`src/rtl/store_pack_if.sv`:
```
// Store packer bus bundle: EX/MEM-side valid/ready request channel and
// data-memory-side req/ack write channel.
// slave  = the packer (accepts stores, drives memory writes)
// master = the environment (presents stores, acknowledges memory writes)
interface store_pack_if #(
    parameter int unsigned ADDR_W = 32
);
    logic              st_valid;
    logic              st_ready;
    logic [1:0]        st_op;
    logic [ADDR_W-1:0] st_addr;
    logic [31:0]       st_data;

    logic              mem_req;
    logic              mem_ack;
    logic [ADDR_W-1:0] mem_addr;
    logic [31:0]       mem_wdata;
    logic [3:0]        mem_be;

    modport slave (
        input  st_valid, st_op, st_addr, st_data, mem_ack,
        output st_ready, mem_req, mem_addr, mem_wdata, mem_be
    );

    modport master (
        output st_valid, st_op, st_addr, st_data, mem_ack,
        input  st_ready, mem_req, mem_addr, mem_wdata, mem_be
    );
endinterface

```
`src/rtl/store_pack.sv`:
```
// MEM-stage store packer: narrows/replicates a register value onto the
// word-wide data bus with byte enables, buffers one store between the
// EX/MEM handshake and the memory handshake, and flags misaligned or
// reserved stores.
// Optional completed-store counter: define STORE_PACK_STAT_EN.
module store_pack #(
    parameter int unsigned ADDR_W = 32
) (
    input  logic              clk,
    input  logic              reset,      // asynchronous, active-low
    store_pack_if.slave       bus,
    output logic              err_ades,
    output logic [ADDR_W-1:0] err_addr,
    output logic [15:0]       store_cnt
);

    typedef enum logic {
        IDLE = 1'b0,
        BUSY = 1'b1
    } state_t;

    state_t      state_q, state_d;
    logic [1:0]  lane;
    logic        legal;
    logic        accept;
    logic        load;
    logic [31:0] wdata_d;
    logic [3:0]  be_d;

    assign lane = bus.st_addr[1:0];

    // Legality check and lane packing for the store presented this cycle
    always_comb begin
        legal   = 1'b0;
        wdata_d = '0;
        be_d    = '0;
        case (bus.st_op)
            2'b00: begin
                legal   = (lane == 2'b00);
                wdata_d = bus.st_data;
                be_d    = '1;
            end
            2'b01: begin
                legal   = ~lane[0];
                wdata_d = {2{bus.st_data[15:0]}};
                be_d    = lane[1] ? 4'b1100 : 4'b0011;
            end
            2'b10: begin
                legal   = 1'b1;
                wdata_d = {4{bus.st_data[7:0]}};
                be_d    = 4'b0001 << lane;
            end
            default: begin
                legal = 1'b0;
            end
        endcase
    end

    assign bus.st_ready = (state_q == IDLE) | bus.mem_ack;
    assign accept       = bus.st_valid & bus.st_ready;
    assign load         = accept & legal;

    // Next-state: a legal accept always (re)fills the buffer, which also
    // covers the back-to-back case of an ack and a new store together
    always_comb begin
        state_d = state_q;
        case (state_q)
            IDLE: begin
                if (load) state_d = BUSY;
            end
            BUSY: begin
                if (load)             state_d = BUSY;
                else if (bus.mem_ack) state_d = IDLE;
            end
            default: state_d = IDLE;
        endcase
    end

    // State register
    always_ff @(posedge clk or negedge reset) begin
        if (!reset) state_q <= IDLE;
        else        state_q <= state_d;
    end

    assign bus.mem_req = (state_q == BUSY);

    // Buffer entry: loaded only on a legal accept, held otherwise
    always_ff @(posedge clk or negedge reset) begin
        if (!reset) begin
            bus.mem_addr  <= '0;
            bus.mem_wdata <= '0;
            bus.mem_be    <= '0;
        end else if (load) begin
            bus.mem_addr  <= {bus.st_addr[ADDR_W-1:2], 2'b00};
            bus.mem_wdata <= wdata_d;
            bus.mem_be    <= be_d;
        end
    end

    // Rejected-store pulse and sticky address of the last rejection
    always_ff @(posedge clk or negedge reset) begin
        if (!reset) begin
            err_ades <= 1'b0;
            err_addr <= '0;
        end else begin
            err_ades <= accept & ~legal;
            if (accept & ~legal) err_addr <= bus.st_addr;
        end
    end

`ifdef STORE_PACK_STAT_EN
    logic [15:0] cnt_q;

    // Saturating count of completed memory writes
    always_ff @(posedge clk or negedge reset) begin
        if (!reset)                                    cnt_q <= '0;
        else if (bus.mem_req && bus.mem_ack && cnt_q != 16'hFFFF) cnt_q <= cnt_q + 16'd1;
    end

    assign store_cnt = cnt_q;
`else
    assign store_cnt = 16'h0000;
`endif

endmodule

```
`src/flat_wrapper.sv`:
```
// flat-port wrapper written by rule: the top's interface ports become plain ports
module store_pack_flat 
#(
    parameter int unsigned ADDR_W = 32
)
  (clk, reset, err_ades, err_addr, store_cnt, bus_st_valid, bus_st_op, bus_st_addr, bus_st_data, bus_mem_ack, bus_st_ready, bus_mem_req, bus_mem_addr, bus_mem_wdata, bus_mem_be);
  store_pack_if #(.ADDR_W(ADDR_W)) bus_i ();
  input  logic clk;
  input  logic reset;
  output logic err_ades;
  output logic [ADDR_W-1:0] err_addr;
  output logic [15:0] store_cnt;
  input wire logic [$bits(bus_i.st_valid)-1:0] bus_st_valid;
  input wire logic [$bits(bus_i.st_op)-1:0] bus_st_op;
  input wire logic [$bits(bus_i.st_addr)-1:0] bus_st_addr;
  input wire logic [$bits(bus_i.st_data)-1:0] bus_st_data;
  input wire logic [$bits(bus_i.mem_ack)-1:0] bus_mem_ack;
  output wire logic [$bits(bus_i.st_ready)-1:0] bus_st_ready;
  output wire logic [$bits(bus_i.mem_req)-1:0] bus_mem_req;
  output wire logic [$bits(bus_i.mem_addr)-1:0] bus_mem_addr;
  output wire logic [$bits(bus_i.mem_wdata)-1:0] bus_mem_wdata;
  output wire logic [$bits(bus_i.mem_be)-1:0] bus_mem_be;
  assign bus_i.st_valid = bus_st_valid;
  assign bus_i.st_op = bus_st_op;
  assign bus_i.st_addr = bus_st_addr;
  assign bus_i.st_data = bus_st_data;
  assign bus_i.mem_ack = bus_mem_ack;
  assign bus_st_ready = bus_i.st_ready;
  assign bus_mem_req = bus_i.mem_req;
  assign bus_mem_addr = bus_i.mem_addr;
  assign bus_mem_wdata = bus_i.mem_wdata;
  assign bus_mem_be = bus_i.mem_be;
  store_pack #(.ADDR_W(ADDR_W)) u_core (.clk(clk), .reset(reset), .bus(bus_i), .err_ades(err_ades), .err_addr(err_addr), .store_cnt(store_cnt));
endmodule
```
`config.mk`:
```
export PLATFORM = sky130hd
export DESIGN_NAME = store_pack_flat
export DESIGN_NICKNAME = d
export VERILOG_FILES = /design/src/rtl/store_pack_if.sv /design/src/rtl/store_pack.sv /design/src/flat_wrapper.sv
export SDC_FILE = /design/constraint.sdc
export NUM_CORES = 1
export LEC_CHECK = 0
export BUFFER_PORTS_ARGS = -buffer_cell sky130_fd_sc_hd__buf_2
export CAP_MARGIN = 20
export CELL_PAD_IN_SITES_DETAIL_PLACEMENT = 1
export CELL_PAD_IN_SITES_GLOBAL_PLACEMENT = 2
export CORE_AREA = 2 2 137 139
export CTS_CLUSTER_DIAMETER = 200
export DETAILED_ROUTE_END_ITERATION = 10
export DIE_AREA = 0 0 139 141
export PLACE_DENSITY = 0.72
export SLEW_MARGIN = 20
export SYNTH_ARGS = -nofsm -noshare
export SYNTH_HDL_FRONTEND = slang
export SYNTH_SLANG_ARGS = --single-unit
```
`constraint.sdc`:
```
create_clock -name clk -period 1.9 [get_ports clk]
set_clock_uncertainty 0.15 [all_clocks]
set_input_delay 0.095 -clock clk [delete_from_list [all_inputs] [get_ports clk]]
set_output_delay 0.095 -clock clk [all_outputs]
set_load 0.1 [all_outputs]
```
# Word-level counts from Yosys, hierarchy flattened

Index checks and enable logic that the tools add are counted.

Bits in registers: 100
Input bits: 70
Output and inout port bits: 119
Word-level logic and storage cells: 26

Equality and inequality tests: 2
Shift-type cells: 1
Multiplexer cells: 8
Bitwise gates (word level): 7
Reduce and logical (&&, ||, !) cells: 2

Operator list:

| cell                                             | number |
|---|---|
| case mux 32 bit (3 select lines)                 | 1 |
| case mux 4 bit (3 select lines)                  | 1 |
| zero test 2 bit                                  | 2 |
| two-way mux 4 bit                                | 1 |
| left shift 1 x 2 -> 4 bit (first input constant) | 1 |
| AND 1 bit                                        | 3 |
| two-way mux 1 bit                                | 3 |
| NOT 1 bit                                        | 3 |
| case mux 1 bit (3 select lines)                  | 1 |
| == test 2 x 1 -> 1 bit (second input constant)   | 1 |
| == test 2 bit (second input constant)            | 1 |
| case mux 1 bit (2 select lines)                  | 1 |
| OR 1 bit                                         | 1 |

# Longest topological paths before layout

Depth in word-level cells: 6
Mapped depth: 6
Gate-level depth less buffers: 4

# Worst setup path before layout

OpenSTA, ideal clock, no wires.

Path kind: register -> register
Start: register u_core.state_q, in the netlist u_core.bus.mem_req
End: register u_core.bus.mem_wdata[6]
Library setup time: 0.096 ns
Arrival time: 2.948 ns
Required time: 1.654 ns
Path slack: -1.293 ns
Stages on the path, launching flop included: 7
Buffers on the path: 2
Clock period less this slack: 3.193 ns
Path through: dfrtp_1 -> nand2b_1 -> nand2_1 -> clkbuf_1 -> clkbuf_1 -> o21ai_0 -> o31ai_1

Word-level cells in the longest chain between the ends: 4

Ends and longest elaborated chain:

| element                | line                | text |
|---|---|---|
| from (decl)            | store_pack.sv:22    | `state_t state_q, state_d;` |
| from (signal assigned) | store_pack.sv:82    | `else state_q <= state_d;` |
| NOT 1 bit              | store_pack.sv:59    | `assign bus.st_ready = (state_q == IDLE) \| bus.mem_ack;` |
| OR 1 bit               | store_pack.sv:59    |  |
| via bus_st_ready       | flat_wrapper.sv:18  | `output wire logic [$bits(bus_i.st_ready)-1:0] bus_st_ready;` |
| AND 1 bit              | store_pack.sv:60    | `assign accept = bus.st_valid & bus.st_ready;` |
| AND 1 bit              | store_pack.sv:61    | `assign load = accept & legal;` |
| to (signal assigned)   | store_pack.sv:95    | `bus.mem_wdata <= wdata_d;` |
| to (decl)              | store_pack_if.sv:22 | `output st_ready, mem_req, mem_addr, mem_wdata, mem_be` |

The timed path passes the listed nets, and every way through them passes these cells.
A chain may end at the register's enable or synchronous reset.

# Worst setup path after layout

Start: input bus_st_addr[0]
End: register u_core.bus.mem_wdata[18]

Word-level cells in the longest chain between the ends: 3
Elaborated cells between the ends (all ways): 4
Classes of those cells: mux (1); bitwise (2); reduce/logical (1)

Ends and longest elaborated chain:

| element                                             | line                               | text |
|---|---|---|
| from (decl)                                         | flat_wrapper.sv:15                 | `input wire logic [$bits(bus_i.st_addr)-1:0] bus_st_addr;` |
| zero test 2 bit / NOT 1 bit (equally long branches) | store_pack.sv:39, store_pack.sv:44 |  |
| case mux 1 bit (3 select lines) (*)                 | store_pack.sv:37                   | `case (bus.st_op)` |
| AND 1 bit (*)                                       | store_pack.sv:61                   |  |

Every way passes the cells marked *; elsewhere a longest branch is shown, timed or not.

==> results.py <==
metrics = {
    "layout": {
        "drive_above_1_share_pct": 36.7,
        "utilization_pct": 35.0,
        "layout.nets": 643,
        "areaGrowthSynthToFinish_pct": 44.3,
        "final_cells": 812,
        "insertedDiodeCount": 0,
        "fillerInstances": 2038,
        "layout_common_cells": "buf_2, dfrtp_1, mux2_1",
        "fin_area_mm2": 0.00639,
        "final_common_cell": "buf_2",
    },
    "sta": {
        "fin_crit_ns": 1.78,
        "fin_crit_sh_pct": 93.6,
        "fmaxAchievable_ghz": 0.562,
        "slew_headroom_pct": 64.5,
        "max_slew.worst_pin.slew_ns": 0.533,
        "finalSetupViolations": 0,
        "hold_viol": 0,
        "rsz0062_at_grt": "no",
        "final-max-slew-violation-count": 0,
    },
    "critical_path": {
        "critical_path.endpoint_type": "register",
        "crit_family": "buffers and inverters",
        "r2r_start": "u_core.bus.mem_req",
        "cp_max_fo": 12,
        "critPathArrivalTime_ns": 1.85,
        "r2r_setup_slack_ns": 0.17,
        "path_cells": "dlygate4sd3_1, buf_2, nor2_2, a21oi_4, nor2_4, buf_4, mux2_1",
        "cp.required_ns": 1.97,
        "r2r-end": "u_core.bus.mem_wdata[18]",
        "cp-start-kind": "input pin",
        "reg2reg_depth": 5,
        "critPathSlowestCell": "dlygate4sd3_1",
        "critPathMaxStageDelay_ns": 0.55,
        "critical_path_class": "in2reg",
        "path_buf_inv": 3,
    },
    "clock_network": {
        "clkLatencyLatePin_ns": 0.35,
        "cts_buffers": 9,
        "root_buffer": "clkbuf_16",
        "clock_sinks": 100,
        "clk_pin_slew_ns": 0.07,
        "cts_tree": "yes",
        "htreeDepth": 3,
        "cts_setup_buffers": 0,
        "clk_path_buf_depth": 2,
    },
    "floorplan": {
        "io_pins": 189,
        "coreArea_mm2": 0.0183,
        "design.die.area_mm2": 0.0196,
        "start_util_pct": 24.2,
        "die_h_um": 141,
        "die_width_um": 139,
        "num_rows": 50,
    },
    "synthesis": {
        "yosys.area_share.simple_pct": 5.45,
        "ys_types": 33,
        "synthMuxAreaShare_pct": 23.7,
        "synth_compound_area_share_pct": 8.53,
        "synth_top_area_share_pct": 56.5,
        "synth-seq-area-share_pct": 56.5,
        "synthAdderAreaFrac_pct": 0,
        "synth_xor_area_share_pct": 0,
        "yosys-top-cells-area": "dfrtp_1, mux2_1, mux2i_1",
        "synth_top_family_by_area": "multiplexers",
        "async_flop_share_pct": 100,
        "synth_edf_count": 0,
        "syn_inst": 347,
        "synth_area_leader_cell": "dfrtp_1",
        "syn_area_per_cell_um2": 12.8,
        "synthFlopType": "dfrtp_1",
        "synth_seq_cells": 100,
        "yosys_warnings": 0,
        "syn_area_mm2": 0.00443,
    },
    "hold_path": {
        "hold_end": "u_core.bus.mem_wdata[28]",
        "holdCritStartpoint": "bus_st_data[28]",
        "whs_path_depth": 4,
        "hold_class": "in2reg",
    },
    "power": {
        "p_leak_nw": 3.06,
        "powerDensity_mw_per_mm2": 1510,
        "power_w": 0.00963,
        "irDropWorstVdd_mv": 0.572,
    },
    "status": {
        "status": "complete, no violations",
    },
    "detailed_routing": {
        "firstDrtPassIters": 4,
        "drc": 0,
        "ant_nets": 0,
        "first_iter_violations": 100,
        "vias_per_cell": 4.40,
        "routed_wl_um": 13400,
        "post_drt_wl_per_cell_um": 16.5,
        "vias": 3572,
    },
    "place": {
        "dpl.cell_count": 744,
        "dp_hpwl_um": 9740,
        "dpl-instance-area_mm2": 0.00558,
        "port-buffer-count": 170,
        "globalplace.congestion": 0.798,
    },
    "global_route": {
        "grt_usage_pct": 14.0,
        "grt-ovfl-total": 0,
        "grt_max_degree": 43,
        "grt_pass1_wl_um": 21500,
        "grt_pass1_vias": 4024,
        "antenna_found_initial": 0,
    },
    "flow_run": {
        "maxCapViolCount": 0,
    },
}
[worst reg2reg max path: cells and delay by family (launching register included)]
family,cells,cell delay (ns)
buffers and inverters,1,0.26
flip-flops,1,0.49
multiplexers,1,0.35
AND/OR/NAND/NOR,3,0.36
[logic make-up (layout without fill, tap and decap cells)]
family	count (synthesis)	after routing
AO/OA/AOI/OAI	61	61
buffers and inverters	43	257
flip-flops	100	100
multiplexers	95	95
other	1	18
AND/OR/NAND/NOR	47	47
[cell usage after synthesis, types with 3 or more instances]
| master | count |
|---|---|
| clkbuf_1 | 8 |
| mux2i_1 | 17 |
| a31oi_1 | 9 |
| dfrtp_1 | 100 |
| nor2_1 | 3 |
| buf_4 | 22 |
| a21oi_1 | 11 |
| nand2b_1 | 12 |
| nand2_1 | 23 |
| o21ai_0 | 25 |
| mux2_1 | 78 |
| inv_1 | 3 |
| o31ai_1 | 8 |
| buf_2 | 9 |
[through the flow]
step | setup WS [ns] | hold slack (ns) | setup TNS (ns)
6_report | 0.121 | 0.0181 | 0
3_5_place_dp | 0.166 | -0.0408 | 0
4_1_cts | 0.0624 | 0.00202 | 0
3_3_place_gp | 0.216 | -0.0425 | 0
5_1_grt | 0.0579 | 0.0348 | 0
2_1_floorplan | -0.150 | -0.351 | -9.88
[area by class of cell]
class                      instances  area, um2  area share [%]
clock buffer                      11        233            3.64
clock inverter                     5       43.8           0.685
inverter                           4       15.0           0.235
multi-input combinational        221       1760            27.6
sequential                       100       2510            39.2
tap                              234        293            4.58
timing repair buffer             237       1540            24.1
[registers in the layout (all words and copies together), names as in the netlist]
name                  count
u_core.err_ades           1
u_core.bus.mem_req        1
u_core.bus.mem_be         4
u_core.bus.mem_wdata     32
u_core.bus.mem_addr      30
u_core.err_addr          32
[worst max-delay path by stage]
stage	startpoint	cells after the start	to	slack [ns]
finish	bus_st_addr[0]	7	u_core.bus.mem_wdata[18]	0.12
global route	bus_st_addr[0]	7	u_core.bus.mem_wdata[18]	0.06
CTS	bus_st_addr[0]	7	u_core.bus.mem_wdata[22]	0.06
detailed placement	u_core.bus.mem_req	5	u_core.bus.mem_addr[4]	0.17
global placement	u_core.bus.mem_req	5	u_core.err_addr[29]	0.22
floorplan	u_core.bus.mem_req	5	u_core.bus.mem_addr[10]	-0.15
[per-layer routing]
layer | GRT usage (%) | share of wire (%) | vias up | wire [um]
met4 | 5.64 | 1.8 | 0 | 245
met3 | 3.29 | 5.2 | 15 | 697
met2 | 24.4 | 52 | 96 | 6980
li1 | - | - | 1637 | -
met5 | 0 | 0 | - | 0
met1 | 16.6 | 41 | 1824 | 5500
[power breakdown]
group	total (W)	internal (W)	switching (W)
clock	0.00176	0.000909	0.000855
combinational	0.00504	0.000789	0.00425
sequential	0.00282	0.00259	0.000239
total	0.00963	0.00428	0.00534
[repair_timing]
item / in CTS / in global routing
hold buffers: 51 / 0
resized for setup: 0 / 1
endpoints found under the setup margin: 0 / 30
hold endpoints to repair: 142 / 0
(Power assumes the default switching activity.)
